==> src/rtl/btn_conditioner_pkg.sv <==
// Shared types and constants for the push-button conditioner: per-button FSM
// encoding, the ms-per-second constant and a compile-time max helper.
package btn_conditioner_pkg;

    typedef enum logic [1:0] {
        ST_IDLE      = 2'd0,
        ST_DEB_PRESS = 2'd1,
        ST_HELD      = 2'd2,
        ST_DEB_REL   = 2'd3
    } btn_state_e;

    localparam int MS_PER_SEC = 32'sd1000;

    function automatic int max_i(input int a, input int b);
        return (a > b) ? a : b;
    endfunction

endpackage

==> src/rtl/btn_debounce.sv <==
// One push-button channel: 2-flop synchronizer, press/release debounce FSM
// counting ms ticks, registered held level and one-clk press strobe.
module btn_debounce
    import btn_conditioner_pkg::*;
#(
    parameter int DB_MS = 20
) (
    input  logic clk,
    input  logic nRst,
    input  logic btn,
    input  logic ms_tick,
    output logic lvl,
    output logic press
);

    localparam int              DB_W    = $clog2(DB_MS + 32'sd1);
    localparam logic [DB_W-1:0] DB_LAST = DB_W'(DB_MS);
    localparam logic [DB_W-1:0] DB_ONE  = DB_W'(1'b1);
    localparam logic [DB_W-1:0] DB_ZERO = DB_W'(1'b0);

    logic            sync1_r;
    logic            sync2_r;
    btn_state_e      state_r;
    btn_state_e      state_s;
    logic [DB_W-1:0] cnt_r;
    logic [DB_W-1:0] cnt_s;
    logic [DB_W-1:0] cnt_inc_s;
    logic            lvl_r;
    logic            press_r;

    assign cnt_inc_s = (cnt_r == DB_LAST) ? cnt_r : cnt_r + DB_ONE;
    assign lvl       = lvl_r;
    assign press     = press_r;

    // Raw button into the clock domain; idles high (released)
    always_ff @(posedge clk or negedge nRst) begin
        if (!nRst) begin
            sync1_r <= 1'b1;
            sync2_r <= 1'b1;
        end else begin
            sync1_r <= btn;
            sync2_r <= sync1_r;
        end
    end

    // FSM state, debounce count and registered outputs
    always_ff @(posedge clk or negedge nRst) begin
        if (!nRst) begin
            state_r <= ST_IDLE;
            cnt_r   <= DB_ZERO;
            lvl_r   <= 1'b0;
            press_r <= 1'b0;
        end else begin
            state_r <= state_s;
            cnt_r   <= cnt_s;
            lvl_r   <= (state_s == ST_HELD) || (state_s == ST_DEB_REL);
            press_r <= (state_r == ST_DEB_PRESS) && (state_s == ST_HELD);
        end
    end

    // Next-state and debounce-count logic; any bounce restarts the window
    always_comb begin
        state_s = state_r;
        cnt_s   = cnt_r;
        case (state_r)
            ST_IDLE: begin
                cnt_s = DB_ZERO;
                if (!sync2_r) begin
                    state_s = ST_DEB_PRESS;
                end else begin
                    state_s = ST_IDLE;
                end
            end
            ST_DEB_PRESS: begin
                if (sync2_r) begin
                    state_s = ST_IDLE;
                    cnt_s   = DB_ZERO;
                end else if (ms_tick && (cnt_inc_s == DB_LAST)) begin
                    state_s = ST_HELD;
                    cnt_s   = DB_ZERO;
                end else if (ms_tick) begin
                    cnt_s = cnt_inc_s;
                end else begin
                    cnt_s = cnt_r;
                end
            end
            ST_HELD: begin
                cnt_s = DB_ZERO;
                if (sync2_r) begin
                    state_s = ST_DEB_REL;
                end else begin
                    state_s = ST_HELD;
                end
            end
            ST_DEB_REL: begin
                if (!sync2_r) begin
                    state_s = ST_HELD;
                    cnt_s   = DB_ZERO;
                end else if (ms_tick && (cnt_inc_s == DB_LAST)) begin
                    state_s = ST_IDLE;
                    cnt_s   = DB_ZERO;
                end else if (ms_tick) begin
                    cnt_s = cnt_inc_s;
                end else begin
                    cnt_s = cnt_r;
                end
            end
            default: begin
                state_s = ST_IDLE;
                cnt_s   = DB_ZERO;
            end
        endcase
    end

endmodule

==> src/rtl/btn_conditioner.sv <==
// Two debounced push-buttons sharing a ms prescaler; inc auto-repeats while
// held, and next wins any same-cycle collision with an inc pulse.
module btn_conditioner
    import btn_conditioner_pkg::*;
#(
    parameter int CLK_HZ  = 50_000_000,
    parameter int DB_MS   = 20,
    parameter int HOLD_MS = 500,
    parameter int RPT_MS  = 100
) (
    input  logic clk,
    input  logic nRst,
    input  logic inc,
    input  logic next,
    output logic inc_falling,
    output logic next_falling,
    output logic inc_lvl,
    output logic next_lvl
);

    localparam int               PRE_DIV  = CLK_HZ / MS_PER_SEC;
    localparam int               PRE_W    = (PRE_DIV > 32'sd1) ? $clog2(PRE_DIV) : 32'sd1;
    localparam logic [PRE_W-1:0] PRE_LAST = PRE_W'(PRE_DIV - 32'sd1);
    localparam logic [PRE_W-1:0] PRE_ONE  = PRE_W'(1'b1);
    localparam logic [PRE_W-1:0] PRE_ZERO = PRE_W'(1'b0);
    localparam int               HR_MAX   = max_i(HOLD_MS, RPT_MS);
    localparam int               HR_W     = $clog2(HR_MAX + 32'sd1);
    localparam logic [HR_W-1:0]  HR_SAT   = HR_W'(HR_MAX);
    localparam logic [HR_W-1:0]  HOLD_END = HR_W'(HOLD_MS);
    localparam logic [HR_W-1:0]  RPT_END  = HR_W'(RPT_MS);
    localparam logic [HR_W-1:0]  HR_ONE   = HR_W'(1'b1);
    localparam logic [HR_W-1:0]  HR_ZERO  = HR_W'(1'b0);

    logic [PRE_W-1:0] pre_cnt_r;
    logic             ms_tick_r;
    logic             inc_lvl_s;
    logic             inc_press_s;
    logic             next_lvl_s;
    logic             next_press_s;
    logic [HR_W-1:0]  hr_cnt_r;
    logic [HR_W-1:0]  hr_cnt_s;
    logic [HR_W-1:0]  hr_inc_s;
    logic             rpt_phase_r;
    logic             rpt_phase_s;
    logic             rpt_fire_s;
    logic             rpt_r;
    logic             inc_falling_r;
    logic             next_falling_r;

    btn_debounce #(.DB_MS(DB_MS)) u_inc_db (
        .clk     (clk),
        .nRst    (nRst),
        .btn     (inc),
        .ms_tick (ms_tick_r),
        .lvl     (inc_lvl_s),
        .press   (inc_press_s)
    );

    btn_debounce #(.DB_MS(DB_MS)) u_next_db (
        .clk     (clk),
        .nRst    (nRst),
        .btn     (next),
        .ms_tick (ms_tick_r),
        .lvl     (next_lvl_s),
        .press   (next_press_s)
    );

    assign hr_inc_s     = (hr_cnt_r == HR_SAT) ? hr_cnt_r : hr_cnt_r + HR_ONE;
    assign inc_falling  = inc_falling_r;
    assign next_falling = next_falling_r;
    assign inc_lvl      = inc_lvl_s;
    assign next_lvl     = next_lvl_s;

    // Free-running prescaler producing the shared one-clk ms tick
    always_ff @(posedge clk or negedge nRst) begin
        if (!nRst) begin
            pre_cnt_r <= PRE_ZERO;
            ms_tick_r <= 1'b0;
        end else if (pre_cnt_r == PRE_LAST) begin
            pre_cnt_r <= PRE_ZERO;
            ms_tick_r <= 1'b1;
        end else begin
            pre_cnt_r <= pre_cnt_r + PRE_ONE;
            ms_tick_r <= 1'b0;
        end
    end

    // Hold then repeat timing for inc; a held next parks it at zero
    always_comb begin
        hr_cnt_s    = hr_cnt_r;
        rpt_phase_s = rpt_phase_r;
        rpt_fire_s  = 1'b0;
        if (!inc_lvl_s || next_lvl_s) begin
            hr_cnt_s    = HR_ZERO;
            rpt_phase_s = 1'b0;
        end else if (ms_tick_r && !rpt_phase_r && (hr_inc_s == HOLD_END)) begin
            hr_cnt_s    = HR_ZERO;
            rpt_phase_s = 1'b1;
            rpt_fire_s  = 1'b1;
        end else if (ms_tick_r && rpt_phase_r && (hr_inc_s == RPT_END)) begin
            hr_cnt_s    = HR_ZERO;
            rpt_fire_s  = 1'b1;
        end else if (ms_tick_r) begin
            hr_cnt_s = hr_inc_s;
        end else begin
            hr_cnt_s = hr_cnt_r;
        end
    end

    // Repeat state and output pulses; a colliding inc pulse is dropped
    always_ff @(posedge clk or negedge nRst) begin
        if (!nRst) begin
            hr_cnt_r       <= HR_ZERO;
            rpt_phase_r    <= 1'b0;
            rpt_r          <= 1'b0;
            inc_falling_r  <= 1'b0;
            next_falling_r <= 1'b0;
        end else begin
            hr_cnt_r       <= hr_cnt_s;
            rpt_phase_r    <= rpt_phase_s;
            rpt_r          <= rpt_fire_s;
            inc_falling_r  <= (inc_press_s | rpt_r) & ~next_press_s;
            next_falling_r <= next_press_s;
        end
    end

endmodule

==> config.mk <==
export PLATFORM = sky130hd
export DESIGN_NAME = btn_conditioner
export DESIGN_NICKNAME = d
export VERILOG_FILES = /design/src/rtl/btn_conditioner_pkg.sv /design/src/rtl/btn_debounce.sv /design/src/rtl/btn_conditioner.sv
export SDC_FILE = /design/constraint.sdc
export NUM_CORES = 1
export LEC_CHECK = 0
export ABC_AREA = 1
export CORE_ASPECT_RATIO = 1.4
export CORE_MARGIN = 5
export CORE_UTILIZATION = 27
export DETAILED_ROUTE_END_ITERATION = 6
export PLACE_DENSITY = 0.46
export SLEW_MARGIN = 20
export SYNTH_ARGS = -nofsm -noshare
export SYNTH_HDL_FRONTEND = slang
export SYNTH_SLANG_ARGS = --single-unit
==> constraint.sdc <==
create_clock -name clk -period 2.1 [get_ports clk]
set_input_delay 0.42 -clock clk [delete_from_list [all_inputs] [get_ports clk]]
set_output_delay 0.42 -clock clk [all_outputs]
set_load 0.01 [all_outputs]
Yosys cells after proc, flatten, opt, wreduce, memory -nomap -nowiden
Cells that the tools add are included.
- add/sub/neg operators: 4
- equal/unequal tests: 18
- multiplexer cells: 38
- bitwise logic cells: 3
- reductions and logical operators: 19
- operators with widths (operator ; number):
    two-way mux 5 bit ; 10
    two-way mux 9 bit ; 5
    one-hot mux 5 bit (3 select lines) ; 2
    equality test 5 bit (second input constant) ; 4
    equality test 9 bit (second input constant) ; 2
    adder 16 x 1 -> 16 bit (second input constant) ; 1
    equality test 16 bit (second input constant) ; 1
    equality test 2 bit (second input constant) ; 8
    two-way mux 16 bit ; 1
    two-way mux 2 bit ; 8
    one-hot mux 2 bit (4 select lines) ; 2
    adder 5 x 1 -> 5 bit (second input constant) ; 2
    two-way mux 1 bit ; 10
    adder 9 x 1 -> 9 bit (second input constant) ; 1
    equality test 9 x 7 -> 1 bit (second input constant) ; 1
    logical AND 1 bit ; 8
    equality test 2 x 1 -> 1 bit (second input constant) ; 2
    logical NOT 2 bit ; 2
    nonzero test 4 bit ; 1
    OR reduction 2 bit ; 2
    logical OR 1 bit ; 3
    logical NOT 1 bit ; 2
    nonzero test 2 bit ; 1
    AND 1 bit ; 1
    other kinds (2) ; 2
- flip-flop bits (word level): 52
- output and inout bits: 4
- logic and storage cells: 101

Longest topological paths before layout
- depth after elaboration: 9
- depth in mapped cells: 11
- gate-level depth less buffers: 11

Cells and area by module
Synthesis repeated with hierarchy kept, for this count alone.
- cells, all modules: 401
- area, all modules: 3179.3 µm²
- by module, submodules not included (module ; times used ; cells each ; area each (µm²) ; sequential area each (µm²)):
    btn_conditioner ; 1 ; 243 ; 1815.5 ; 750.7
    btn_debounce ; 2 ; 79 ; 681.9 ; 277.8

Worst setup path before layout
No wires, ideal clock.
- path kind: register to register
- from: reg hr_cnt_r[0]
- to: reg hr_cnt_r[2]
- library setup time: 0.122 ns
- arrival time: 1.400 ns
- required time: 1.978 ns
- setup slack: 0.578 ns
- cell stages (with the launch flop): 12
- buffers on the path: 0
- cells stage by stage: dfrtp_1 -> inv_1 -> ha_1 -> nand2_1 -> nor2_2 -> nand2_2 -> nand2_1 -> nand2_2 -> nor2_4 -> nand3_1 -> nand2_1 -> nor2_1
- longest elaborated chain between the ends: 7
- RTL lines (what ; RTL line ; text):
    start: declaration ; btn_conditioner.sv:40 ; logic [HR_W-1:0] hr_cnt_r;
    start signal: assignment ; btn_conditioner.sv:119 ; hr_cnt_r <= hr_cnt_s;
    adder 9 x 1 -> 9 bit or equality test 9 bit (tied branches) ; btn_conditioner.sv:68 ; assign hr_inc_s = (hr_cnt_r == HR_SAT) ? hr_cnt_r : hr_cnt_r + HR_ONE;
    two-way mux 9 bit (*) ; btn_conditioner.sv:68 ;
    equality test 9 x 7 -> 1 bit ; btn_conditioner.sv:100 ; end else if (ms_tick_r && rpt_phase_r && (hr_inc_s == RPT_END)) begin
    logical AND 1 bit ; btn_conditioner.sv:100 ;
    two-way mux 9 bit ; btn_conditioner.sv:100 ;
    two-way mux 9 bit ; btn_conditioner.sv:96 ; end else if (ms_tick_r && !rpt_phase_r && (hr_inc_s == HOLD_END)) begin
    two-way mux 9 bit ; btn_conditioner.sv:93 ; if (!inc_lvl_s || next_lvl_s) begin
Every way passes the cells marked *; elsewhere a longest branch is shown, timed or not. The select of a mux whose other input is x is not followed.
A chain may end at the register's enable or synchronous reset.

Worst setup path in the final report
Same ends and word-level chain as after synthesis.

==> results.cfg <==
[run_status]
outcome = complete, no violations

[critical_path]
worstPathMaxFanout = 5
endpoint_kind = register
r2r_end = hr_cnt_r[2]
cp.arrival_ns = 2.02
reg2reg_setup_slack_ns = 0.26
required_ns = 2.28
startpoint_type = register
reg2reg_depth = 11
path_class = register to register
rr_startpoint = hr_cnt_r[0]

[clock_network]
clkSlewWorstSetupHoldPaths_ns = 0.07
cts_max_level = 2
clock_latency_ns = 0.29
cts_setup_buffers = 0
cts_tree = yes
root_buffer = clkbuf_16
cts_buffer_depth = 2
cts_resized = 0
ctsHoldBuffers = 0
cts_buffers = 5
numClockSinks = 52

[placement]
numPortBuffers = 7
dp_hpwl_um = 4750
place_ws_ns = 0.271
routabilityCongestion = 0.768

[power_and_ir_drop]
vdd_drop_max_mv = 0.588
power_uw = 2010
p_clk_share_pct = 47.8
p_seq_share_pct = 50.4
p_sw_share_pct = 19.6
pwr_density_cell_nw_per_um2 = 605
combPwrFrac_pct = 1.8
power.leakage_uw = 0.00150
p_sw_uw = 393
p_int_uw = 1620

[detailed_routing]
drt.antenna.violating_nets = 0
vias = 2272
wl_per_cell_um = 11.7
wl_um = 6020
drt_iter0_markers = 42
first_pass_iters = 4
route.detailed.drc = 0
vias_per_cell = 4.41

[global_routing]
grt.overflow.total = 0
track_usage_pct = 9.94
grt_max_degree = 39
grt_pass1_wl_um = 10600
antenna_found_initial = 0
grt_pass1_vias = 2292

[synth]
avgSynthCellArea_um2 = 8.00
synth_fp_nets = 372
syn_area_um2 = 2890
synth_seq_cells = 52
synth.distinct_cells = 35
ys_seq_area_share_pct = 45.2
yosysWarnings = 0
synthCells = 361

[finish]
seq_area_um2 = 1310
final_cell_mix = 67 x nand2_1, 54 x inv_1, 48 x nor2_1, 48 x dfrtp_1, 34 x nand3_1
area_delta_synth_final_pct = 15.2
finalNetCount = 387
mostFrequentLayoutCell = nand2_1
postLayoutCoreUtil_pct = 32.0
multi_input_area_um2 = 1340
drive_gt1_share_pct = 11.9
nFillCells = 1114
insertedDiodeCount = 0

[floorplanning]
die_area_um2 = 12900
io_pins = 8
die_w_um = 97.4
die_y_um = 132
row_count = 44
initial_core_util_pct = 27.8
core_area_um2 = 10400

[hold_path]
worstHoldPathType = primary input to async pin

[run]
drv_cap = 0

[timing]
hold_violations = 0
fin_crit_sh_pct = 87.8
hold-worst-slack_ns = 0.0430
tightest_slew_ns = 0.382
fin_tns_setup_ns = 0
slew_viol_final = 0
relSlewSlack_pct = 74.4
worst_slack_ns = 0.256
max_freq_mhz = 542
finalSetupViolations = 0
period_needed_ns = 1.84
rsz0062_at_grt = no
clock_skew_ns = 0.00519
==> critical path, stage by stage (launching register included) <==
cell and delay (ns):
dfrtp_1 0.44, inv_1 0.15, ha_1 0.17, nand2_1 0.06
nor2_2 0.14, nand2_2 0.08, nand2_1 0.13, nand2_2 0.09
nor2_4 0.17, nand3_2 0.14, nand2_1 0.11, nor2_1 0.04
==> synthesized netlist by cell type <==
| master | count | area, µm² |
|---|---|---|
| a21oi_1 | 2 | 10.0 |
| a21oi_2 | 2 | 17.5 |
| nand4_1 | 14 | 87.6 |
| mux2i_1 | 1 | 10.0 |
| nor3_1 | 4 | 20.0 |
| o22ai_1 | 5 | 31.3 |
| xor2_1 | 11 | 96.3 |
| nor2_4 | 3 | 33.8 |
| buf_6 | 1 | 11.3 |
| nand3_1 | 34 | 170 |
| dfrtp_1 | 48 | 1200 |
| nand3_2 | 3 | 30.0 |
| nand3b_1 | 2 | 15.0 |
| ha_1 | 7 | 87.6 |
| o21bai_1 | 1 | 7.51 |
| o211a_1 | 1 | 10.0 |
| dfstp_2 | 4 | 105 |
| nand4_2 | 1 | 12.5 |
| inv_2 | 4 | 15.0 |
| a22oi_1 | 1 | 7.51 |
| buf_2 | 1 | 5.00 |
| clkbuf_1 | 1 | 3.75 |
| inv_1 | 54 | 203 |
| nor3_2 | 3 | 30.0 |
| xnor2_1 | 5 | 43.8 |
| nor4_1 | 2 | 12.5 |
| nor3b_1 | 1 | 7.51 |
| a211oi_1 | 2 | 15.0 |
| nor2_2 | 3 | 18.8 |
| or2_2 | 1 | 6.26 |
| and2_1 | 1 | 6.26 |
| nand2_1 | 67 | 251 |
| nor2_1 | 48 | 180 |
| nand2_2 | 8 | 50.1 |
| o21ai_0 | 15 | 75.1 |
==> logic make-up after synthesis <==
kind of cell | count (synthesis) | synth area share, %
AO/OA/AOI/OAI | 29 | 6.02
flip-flops | 52 | 45.2
AND/OR/NAND/NOR | 195 | 32.3
buffers and inverters | 61 | 8.23
multiplexers | 1 | 0.347
adder cells (fa/ha/maj) | 7 | 3.03
XOR/XNOR | 16 | 4.85
==> sequential cells by signal (all words and copies together) (netlist names), 2 cells and up <==
signal,cells
u_next_db.state_r,2
pre_cnt_r,16
u_inc_db.state_r,2
u_inc_db.cnt_r,5
u_next_db.cnt_r,5
hr_cnt_r,9
==> stage by stage <==
| step | std cells | cell area (µm²) |
|---|---|---|
| floorplan | 361 | 2890 |
| global placement | 507 | 3150 |
| detailed placement | 507 | 3150 |
| CTS | 515 | 3330 |
| global route | 515 | 3330 |
| finish | 515 | 3330 |
==> final cells by class <==
| class | count | share of cell area, % |
|---|---|---|
| Inverter | 58 | 6.55 |
| Tap cell | 138 | 5.19 |
| Multi-Input combinational cell | 248 | 40.4 |
| Clock buffer | 6 | 4.18 |
| Sequential cell | 52 | 39.3 |
| Clock inverter | 2 | 1.17 |
| Timing Repair Buffer | 11 | 3.24 |
==> worst max-delay path by stage <==
stage | start | cells after the start | to | slack, ns
floorplan | hr_cnt_r[0] | 11 | hr_cnt_r[2] | 0.58
global placement | hr_cnt_r[0] | 11 | hr_cnt_r[2] | 0.28
detailed placement | hr_cnt_r[0] | 11 | hr_cnt_r[2] | 0.27
CTS | hr_cnt_r[0] | 11 | hr_cnt_r[2] | 0.25
global route | hr_cnt_r[0] | 11 | hr_cnt_r[2] | 0.11
finish | hr_cnt_r[0] | 11 | hr_cnt_r[2] | 0.26
==> metal layers <==
layer	track usage [%]	share of wire, %	vias up
met5	0	0	-
met4	4.54	2.5	0
met3	1.48	1.5	7
met2	18.2	53	20
met1	11.2	43	1064
li1	-	-	1181
==> power groups by stage <==
stage / logic (µW) / registers, µW / clock network (µW)
final: 36.6 / 1010 / 961
after detailed placement: 39.2 / 1030 / 0
after CTS: 39.3 / 1010 / 1000
after global routing: 43.8 / 1010 / 1040
after global placement: 39.3 / 1030 / 0
after floorplan: 7.39 / 1030 / 0
(Power assumes the default switching activity.)
